<file path="src/rtl/program_loader_pkg.sv">
// Shared definitions for the program loader: word sizes, length width and
// the loader state encoding.
package program_loader_pkg;

  localparam int HALF_WORD        = 16;
  localparam int WORD             = 32;
  localparam int LOADER_LEN_WIDTH = 16;

  typedef enum logic [2:0] {
    LEN_LO,
    LEN_HI,
    DATA_LO,
    DATA_HI,
    WRITE,
    CHK,
    DONE,
    ERROR
  } loader_state_t;

endpackage

</file>
<file path="src/rtl/program_loader.sv">
// Program loader: receives a length-prefixed little-endian byte image over a
// valid/ready handshake, writes it halfword by halfword into CPU program
// memory and holds the CPU in reset until the image is fully written.
// Optional trailing XOR checksum byte: define PROGRAM_LOADER_CHECKSUM_EN.
//
// Handshake: a byte moves on a rising clk_i edge where byte_valid_i and
// byte_ready_o are both high. byte_ready_o depends only on the current state,
// so the upstream side may hold byte_valid_i for any number of cycles and
// lowering it simply stalls the loader with no side effects.
module program_loader
  import program_loader_pkg::*;
#(
  parameter logic [31:0] BASE_ADDR     = 32'h0000_0000,
  parameter int          MAX_HALFWORDS = 1024
) (
  input  logic                 clk_i,
  input  logic                 reset_i,
  input  logic                 byte_valid_i,
  input  logic [7:0]           byte_i,
  output logic                 byte_ready_o,
  output logic                 program_mem_write_en_o,
  output logic [HALF_WORD-1:0] instruction_o,
  output logic [WORD-1:0]      instruction_addr_o,
  output logic                 cpu_reset_o,
  output logic                 load_done_o,
  output logic                 load_error_o
);

  localparam logic [LOADER_LEN_WIDTH-1:0] MAX_LEN = LOADER_LEN_WIDTH'(MAX_HALFWORDS);

  loader_state_t               state_q;
  logic [LOADER_LEN_WIDTH-1:0] len_q;
  logic [LOADER_LEN_WIDTH-1:0] idx_q;
  logic [7:0]                  lo_byte_q;
  logic [HALF_WORD-1:0]        instr_q;
  logic [WORD-1:0]             addr_q;
  logic                        we_q;
  logic                        cpu_reset_q;
  logic                        done_q;
  logic                        error_q;
`ifdef PROGRAM_LOADER_CHECKSUM_EN
  logic [7:0]                  chk_q;
`endif

  logic                        xfer;
  logic [LOADER_LEN_WIDTH-1:0] len_d;
  logic [LOADER_LEN_WIDTH-1:0] idx_d;

  // Ready decodes from state alone; next-length and next-index helpers.
  always_comb begin
    byte_ready_o = (state_q == LEN_LO) || (state_q == LEN_HI) ||
                   (state_q == DATA_LO) || (state_q == DATA_HI)
`ifdef PROGRAM_LOADER_CHECKSUM_EN
                   || (state_q == CHK)
`endif
                   ;
    xfer  = byte_valid_i && byte_ready_o;
    len_d = {byte_i, len_q[7:0]};
    idx_d = idx_q + 1'b1;
  end

  // Loader FSM with all outputs registered; reset wins over a same-cycle byte.
  always_ff @(posedge clk_i) begin
    if (reset_i) begin
      state_q     <= LEN_LO;
      len_q       <= '0;
      idx_q       <= '0;
      lo_byte_q   <= '0;
      instr_q     <= '0;
      addr_q      <= BASE_ADDR;
      we_q        <= 1'b0;
      cpu_reset_q <= 1'b1;
      done_q      <= 1'b0;
      error_q     <= 1'b0;
`ifdef PROGRAM_LOADER_CHECKSUM_EN
      chk_q       <= '0;
`endif
    end else begin
      we_q <= 1'b0;
      case (state_q)
        LEN_LO: begin
          if (xfer) begin
            len_q   <= {8'h00, byte_i};
            state_q <= LEN_HI;
          end
        end
        LEN_HI: begin
          if (xfer) begin
            len_q <= len_d;
            if (len_d == '0) begin
`ifdef PROGRAM_LOADER_CHECKSUM_EN
              state_q <= CHK;
`else
              state_q     <= DONE;
              done_q      <= 1'b1;
              cpu_reset_q <= 1'b0;
`endif
            end else if (len_d > MAX_LEN) begin
              state_q <= ERROR;
              error_q <= 1'b1;
            end else begin
              state_q <= DATA_LO;
            end
          end
        end
        DATA_LO: begin
          if (xfer) begin
            lo_byte_q <= byte_i;
`ifdef PROGRAM_LOADER_CHECKSUM_EN
            chk_q     <= chk_q ^ byte_i;
`endif
            state_q   <= DATA_HI;
          end
        end
        DATA_HI: begin
          // Strobe, data and address are registered here so they all appear
          // together during the single WRITE cycle.
          if (xfer) begin
            instr_q <= {byte_i, lo_byte_q};
            addr_q  <= BASE_ADDR + WORD'({idx_q, 1'b0});
            we_q    <= 1'b1;
`ifdef PROGRAM_LOADER_CHECKSUM_EN
            chk_q   <= chk_q ^ byte_i;
`endif
            state_q <= WRITE;
          end
        end
        WRITE: begin
          idx_q <= idx_d;
          if (idx_d == len_q) begin
`ifdef PROGRAM_LOADER_CHECKSUM_EN
            state_q <= CHK;
`else
            state_q     <= DONE;
            done_q      <= 1'b1;
            cpu_reset_q <= 1'b0;
`endif
          end else begin
            state_q <= DATA_LO;
          end
        end
        CHK: begin
`ifdef PROGRAM_LOADER_CHECKSUM_EN
          if (xfer) begin
            if (byte_i == chk_q) begin
              state_q     <= DONE;
              done_q      <= 1'b1;
              cpu_reset_q <= 1'b0;
            end else begin
              state_q <= ERROR;
              error_q <= 1'b1;
            end
          end
`else
          state_q <= ERROR;
          error_q <= 1'b1;
`endif
        end
        DONE:    state_q <= DONE;
        ERROR:   state_q <= ERROR;
        default: state_q <= ERROR;
      endcase
    end
  end

  assign program_mem_write_en_o = we_q;
  assign instruction_o          = instr_q;
  assign instruction_addr_o     = addr_q;
  assign cpu_reset_o            = cpu_reset_q;
  assign load_done_o            = done_q;
  assign load_error_o           = error_q;

endmodule

</file>
<file path="config.mk">
export PLATFORM = sky130hd
export DESIGN_NAME = program_loader
export DESIGN_NICKNAME = d
export VERILOG_FILES = /design/src/rtl/program_loader_pkg.sv /design/src/rtl/program_loader.sv
export SDC_FILE = /design/constraint.sdc
export NUM_CORES = 1
export LEC_CHECK = 0
export BUFFER_PORTS_ARGS = -buffer_cell sky130_fd_sc_hd__buf_2
export CAP_MARGIN = 10
export CORE_UTILIZATION = 35
export CTS_BUF_LIST = sky130_fd_sc_hd__clkbuf_4 sky130_fd_sc_hd__clkbuf_8
export DETAILED_ROUTE_END_ITERATION = 12
export HOLD_SLACK_MARGIN = 0.03
export SLEW_MARGIN = 10
export SYNTH_ARGS = -nofsm -noshare
export SYNTH_HDL_FRONTEND = slang
export SYNTH_SLANG_ARGS = --single-unit
</file>
<file path="constraint.sdc">
create_clock -name clk_i -period 2.6 [get_ports clk_i]
set_input_delay 0.13 -clock clk_i [delete_from_list [all_inputs] [get_ports clk_i]]
set_output_delay 0.13 -clock clk_i [all_outputs]
set_load 0.005 [all_outputs]
</file>
# Yosys cells after proc, flatten, opt, wreduce, memory -nomap -nowiden
# Index checks and enable logic that the tools add are counted.
[totals]
ramBits = 0
romBits = 0
latchBits = 0
elab_cells = 73
ff_bits = 79
output_inout_bits = 53
mem_count = 0
[classes]
n_eq_ne = 16
bitwise = 2
n_reduce_logical = 18
multipliers = 0
muxes = 24
n_div = 0
magnitude_cmp = 1
add_sub_neg = 1
shifts = 0
[op_table]
columns = ["operator", "count"]
rows = [
  ["16-bit two-way mux", 2],
  ["16-bit case mux with 2 select lines", 1],
  ["3-bit two-way mux", 7],
  ["3-bit case mux with 7 select lines", 1],
  ["16-bit by 1-bit adder with 16-bit output, second input constant", 1],
  ["16-bit equality test", 1],
  ["16-bit by 11-bit > comparator with 1-bit output, second input constant", 1],
  ["16-bit zero test", 1],
  ["3-bit equality test, second input constant", 4],
  ["2-bit inequality test, second input constant", 6],
  ["4-bit AND reduction", 3],
  ["1-bit two-way mux", 10],
  ["3-bit by 2-bit equality test with 1-bit output, second input constant", 2],
  ["1-bit case mux with 2 select lines", 3],
  ["3-bit AND reduction", 2],
  ["2-bit nonzero test", 3],
  ["2-bit by 1-bit inequality test with 1-bit output, second input constant", 2],
  ["2-bit AND reduction", 2],
  ["2-bit OR reduction", 2],
  ["3-bit by 1-bit equality test with 1-bit output, second input constant", 1],
  ["3-bit zero test", 1],
  ["1-bit logical OR", 3],
  ["1-bit inverter", 2],
  ["1-bit logical AND", 1],
]

# Logic depth before layout (Yosys ltp)
[logic_depth]
depth_word = 7
depth_mapped = 9
depth_no_buf = 8

# Worst setup path after synthesis
# No wires, ideal clock.
[synth_timing]
path_type = "reg-to-reg"
start = "register idx_q[1]"
end = "register cpu_reset_q (netlist: cpu_reset_o)"
slack_ns = 0.426
t_arrival_ns = 2.052
synth_period_minus_slack_ns = 2.174
path_stages_with_launch = 10
path_buffers = 1
path_cell_list = "dfxtp_1 -> ha_1 -> buf_2 -> nand2_1 -> or4_1 -> a21boi_0 -> o21ai_1 -> o31ai_1 -> nand4_1 -> a221o_1"
[synth_between]
elab_chain_len = 4
[synth_lines]
columns = ["element", "line", "source"]
rows = [
  ["start: declaration", "program_loader.sv:33", "logic [LOADER_LEN_WIDTH-1:0] idx_q;"],
  ["start signal: assignment", "program_loader.sv:129", "idx_q <= idx_d;"],
  ["16-bit by 1-bit adder with 16-bit output", "program_loader.sv:59", "idx_d = idx_q + 1'b1;"],
  ["16-bit equality test", "program_loader.sv:130", "if (idx_d == len_q) begin"],
  ["2-bit inequality test (no line)", "-", ""],
  ["4-bit AND reduction (no line)", "-", ""],
  ["end signal: assignment", "program_loader.sv:72", "cpu_reset_q <= 1'b1;"],
  ["end signal: assignment", "program_loader.sv:96", "cpu_reset_q <= 1'b0;"],
  ["end signal: assignment", "program_loader.sv:136", "cpu_reset_q <= 1'b0;"],
  ["end: declaration", "program_loader.sv:38", "logic cpu_reset_q;"],
]
# No other way between the ends.
# A chain may end at the register's enable or synchronous reset.

# Worst setup path after layout
[layout_timing]
start = "register idx_q[3]"
end = "register cpu_reset_q (netlist: cpu_reset_o)"
# The elaborated chain is that of the path after synthesis.

==> impl_metrics.json <==
{
  "ir_drop_mv": 0.3335,
  "diodes": 0,
  "crit_required_ps": 2850,
  "critPathKind": "register to register",
  "cts_tree": "done",
  "ys_ff_latch": 79,
  "firstDrtPassIters": 4,
  "p_sw_mw": 0.6342,
  "htreeDepth": 3,
  "fin_ws_ps": 221.8,
  "worst_setup_path_end_kind": "register",
  "clock-skew-final_ps": 11.70,
  "worstSetupStartpoint": "idx_q[3]",
  "use_met2_pct": 25.98,
  "synth_cell_type_count": 49,
  "rr_worst_depth": 7,
  "route.detailed.drc": 0,
  "synthDominantCellAreaShare_pct": 43.63,
  "io_buffer_count": 47,
  "setup_viol": 0,
  "groute.usage.overall_pct": 16.16,
  "yosysTopAreaCell": "dfxtp_1",
  "arrival_ps": 2630,
  "slew_violations": 0,
  "max_freq_mhz": 420.5,
  "rsz0062_at_grt": "no",
  "holdPathEnd": "len_q[7]",
  "gr-usage-met1_pct": 21.34,
  "r2r-end": "cpu_reset_o",
  "dp_hpwl_mm": 5.718,
  "nets": 501,
  "top_level_ports": 64,
  "cap_viol_max_count": 0,
  "synth_area_leaders": "dfxtp_1 44%, nand2_1 9.9%, a21oi_1 6.8%",
  "synth_edf_count": 0,
  "synth-async-reset-ratio_pct": 0,
  "die_h_microns": 103.8,
  "p_comb_share_pct": 7.9,
  "detail-route-antenna-nets": 0,
  "avgSynthCellArea_sq_um": 8.019,
  "fillCellCount": 1037,
  "grt_max_degree": 80,
  "cts-root-buf": "clkbuf_8",
  "die-area_sq_um": 10770,
  "drtIter0Drc": 102,
  "drive_above_1_share_pct": 16.60,
  "wl_mm": 8.341,
  "seqPwrFrac_pct": 52.0,
  "gr-total-overflow": 0,
  "die_x_microns": 103.8,
  "p_leak_nw": 1.528,
  "cts_buffer_depth": 2,
  "period_share_pct": 91.47,
  "ys_seq_area_share_pct": 43.63,
  "cts.sinks": 79,
  "power_density_nw_per_um2": 586.6,
  "path_max_fanout": 9,
  "via_per_inst": 4.847,
  "clock_power_share_pct": 40.1,
  "core_area_sq_um": 9910,
  "grt_pass1_wl_mm": 13.93,
  "numCtsBuffers": 9,
  "swShare_pct": 26.14,
  "met3_usage_pct": 4.154,
  "hold_class": "primary input to register",
  "hold_path_depth": 3,
  "antenna_found_initial": 0,
  "ctsHoldBuffers": 0,
  "final.setup.tns_ps": 0,
  "start_kind": "register",
  "reg2reg_slack_ps": 220,
  "clkLatencyLatePin_ps": 360,
  "syn_inst": 452,
  "cts.clk_slew.worst_paths_ps": 90,
  "syn_to_final_growth_pct": 14.12,
  "gp_congestion": 0.8251,
  "synth_warnings": 0,
  "grt_pass1_vias": 2829,
  "p_int_mw": 1.792,
  "top_usage_layer": "met2",
  "synth_area_sq_um": 3625,
  "start_util_pct": 36.58,
  "synth_flop_cell": "dfxtp_1",
  "pre_cts_slack_ps": 247.4,
  "core.rowCount": 36,
  "num_vias": 3039,
  "cts_setup_buffers": 0,
  "worstHoldStart": "byte_i[7]",
  "wire_per_inst_microns": 13.30,
  "hold_viol_final": 0,
  "rr_startpoint": "idx_q[3]",
  "cts_resized": 0,
  "outcome": "complete, no violations",
  "finalCriticalPeriod_ps": 2378
}
==> cells in the final DEF, fill, tap and decap left out, types with 4 or more instances in the layout <==
cell type and instances:
or3_1 6, nand3_1 11, nand2_1 96, nor3_1 9
nor2_1 42, buf_4 9, nor4_1 6, dfxtp_1 79
xnor2_1 17, inv_1 4, nor2b_1 4, buf_2 47
conb_1 16, o21ai_0 10, a21oi_1 49, clkbuf_8 10
mux2i_1 8, a22oi_1 8, xor2_1 13
==> synth_stat cells, drive strengths merged (4+ instances only) <==
master / count
nor2: 42
clkbuf: 22
dfxtp: 79
xnor2: 17
or3: 6
a21oi: 49
mux2i: 8
nor2b: 4
inv: 4
buf: 24
nand4: 4
nand3: 14
o21ai: 11
a22oi: 9
nand2: 96
nor3: 11
xor2: 13
nor4: 6
==> per-stage QoR <==
step	cells	area, sq um	utilization (%)	power (mW)	hold slack, ps
floorplan	467	3681	-	1.434	266.0
global placement	611	3925	39.61	1.481	427.1
detailed placement	611	3925	39.61	1.484	430.6
CTS	627	4136	41.74	2.466	34.84
global route	627	4136	41.74	2.536	48.03
finish	627	4136	41.74	2.426	51.10
==> per-layer routing <==
layer | vias up | part of all wire [%]
met5 | - | 0
met1 | 1402 | 49
met4 | 0 | 0.66
met2 | 70 | 46
li1 | 1563 | -
met3 | 4 | 3.8
==> state kept, by name, indices dropped and copies added (netlist names) <==
name / cells
load_done_o: 1
instruction_addr_o: 16
load_error_o: 1
program_mem_write_en_o: 1
len_q: 16
cpu_reset_o: 1
idx_q: 16
lo_byte_q: 8
instruction_o: 16
state_q: 3
==> worst max path at each step <==
stage                             end  slack, ps
final                     cpu_reset_o        220
after global routing      cpu_reset_o         20
after CTS                 cpu_reset_o        220
after detailed placement  cpu_reset_o        250
after global placement    cpu_reset_o        340
after floorplan           cpu_reset_o        430
==> kinds of logic after synthesis <==
kind of cell / Yosys count / share of synthesized area, %
and+or+nand+nor: 196 / 25.13
AOI/OAI and AO/OA: 87 / 14.15
DFF: 79 / 43.63
buffers and inverters: 50 / 7.180
xor gates and xnor gates: 30 / 7.249
muxes: 8 / 2.209
adders and majority gates: 1 / 0.3451
other: 1 / 0.1035
==> power by group through the flow <==
stage          combinational (mW)  clock (mW)  sequential [mW]
2_1_floorplan               0.153           0             1.28
3_3_place_gp                0.192           0             1.29
3_5_place_dp                0.194           0             1.29
4_1_cts                     0.195        1.01             1.26
5_1_grt                     0.217        1.05             1.27
6_report                    0.193       0.972             1.26
==> final cells by class <==
class | count | area, sq um | share of cell area, %
Multi-Input combinational cell | 338 | 1839 | 44.46
Clock buffer | 10 | 137.6 | 3.327
Clock inverter | 6 | 73.82 | 1.785
Tap cell | 133 | 166.4 | 4.023
Inverter | 4 | 15.01 | 0.3630
Timing Repair Buffer | 57 | 322.8 | 7.804
Sequential cell | 79 | 1582 | 38.23
==> critical path, stage by stage, from the launching register on <==
cell	delay [ps]
dfxtp_1	560
nand4_4	230
o21a_1	230
or3_1	340
a21o_1	190
a22oi_2	150
nand4_1	200
a221o_1	370
(Power assumes the default switching activity.)
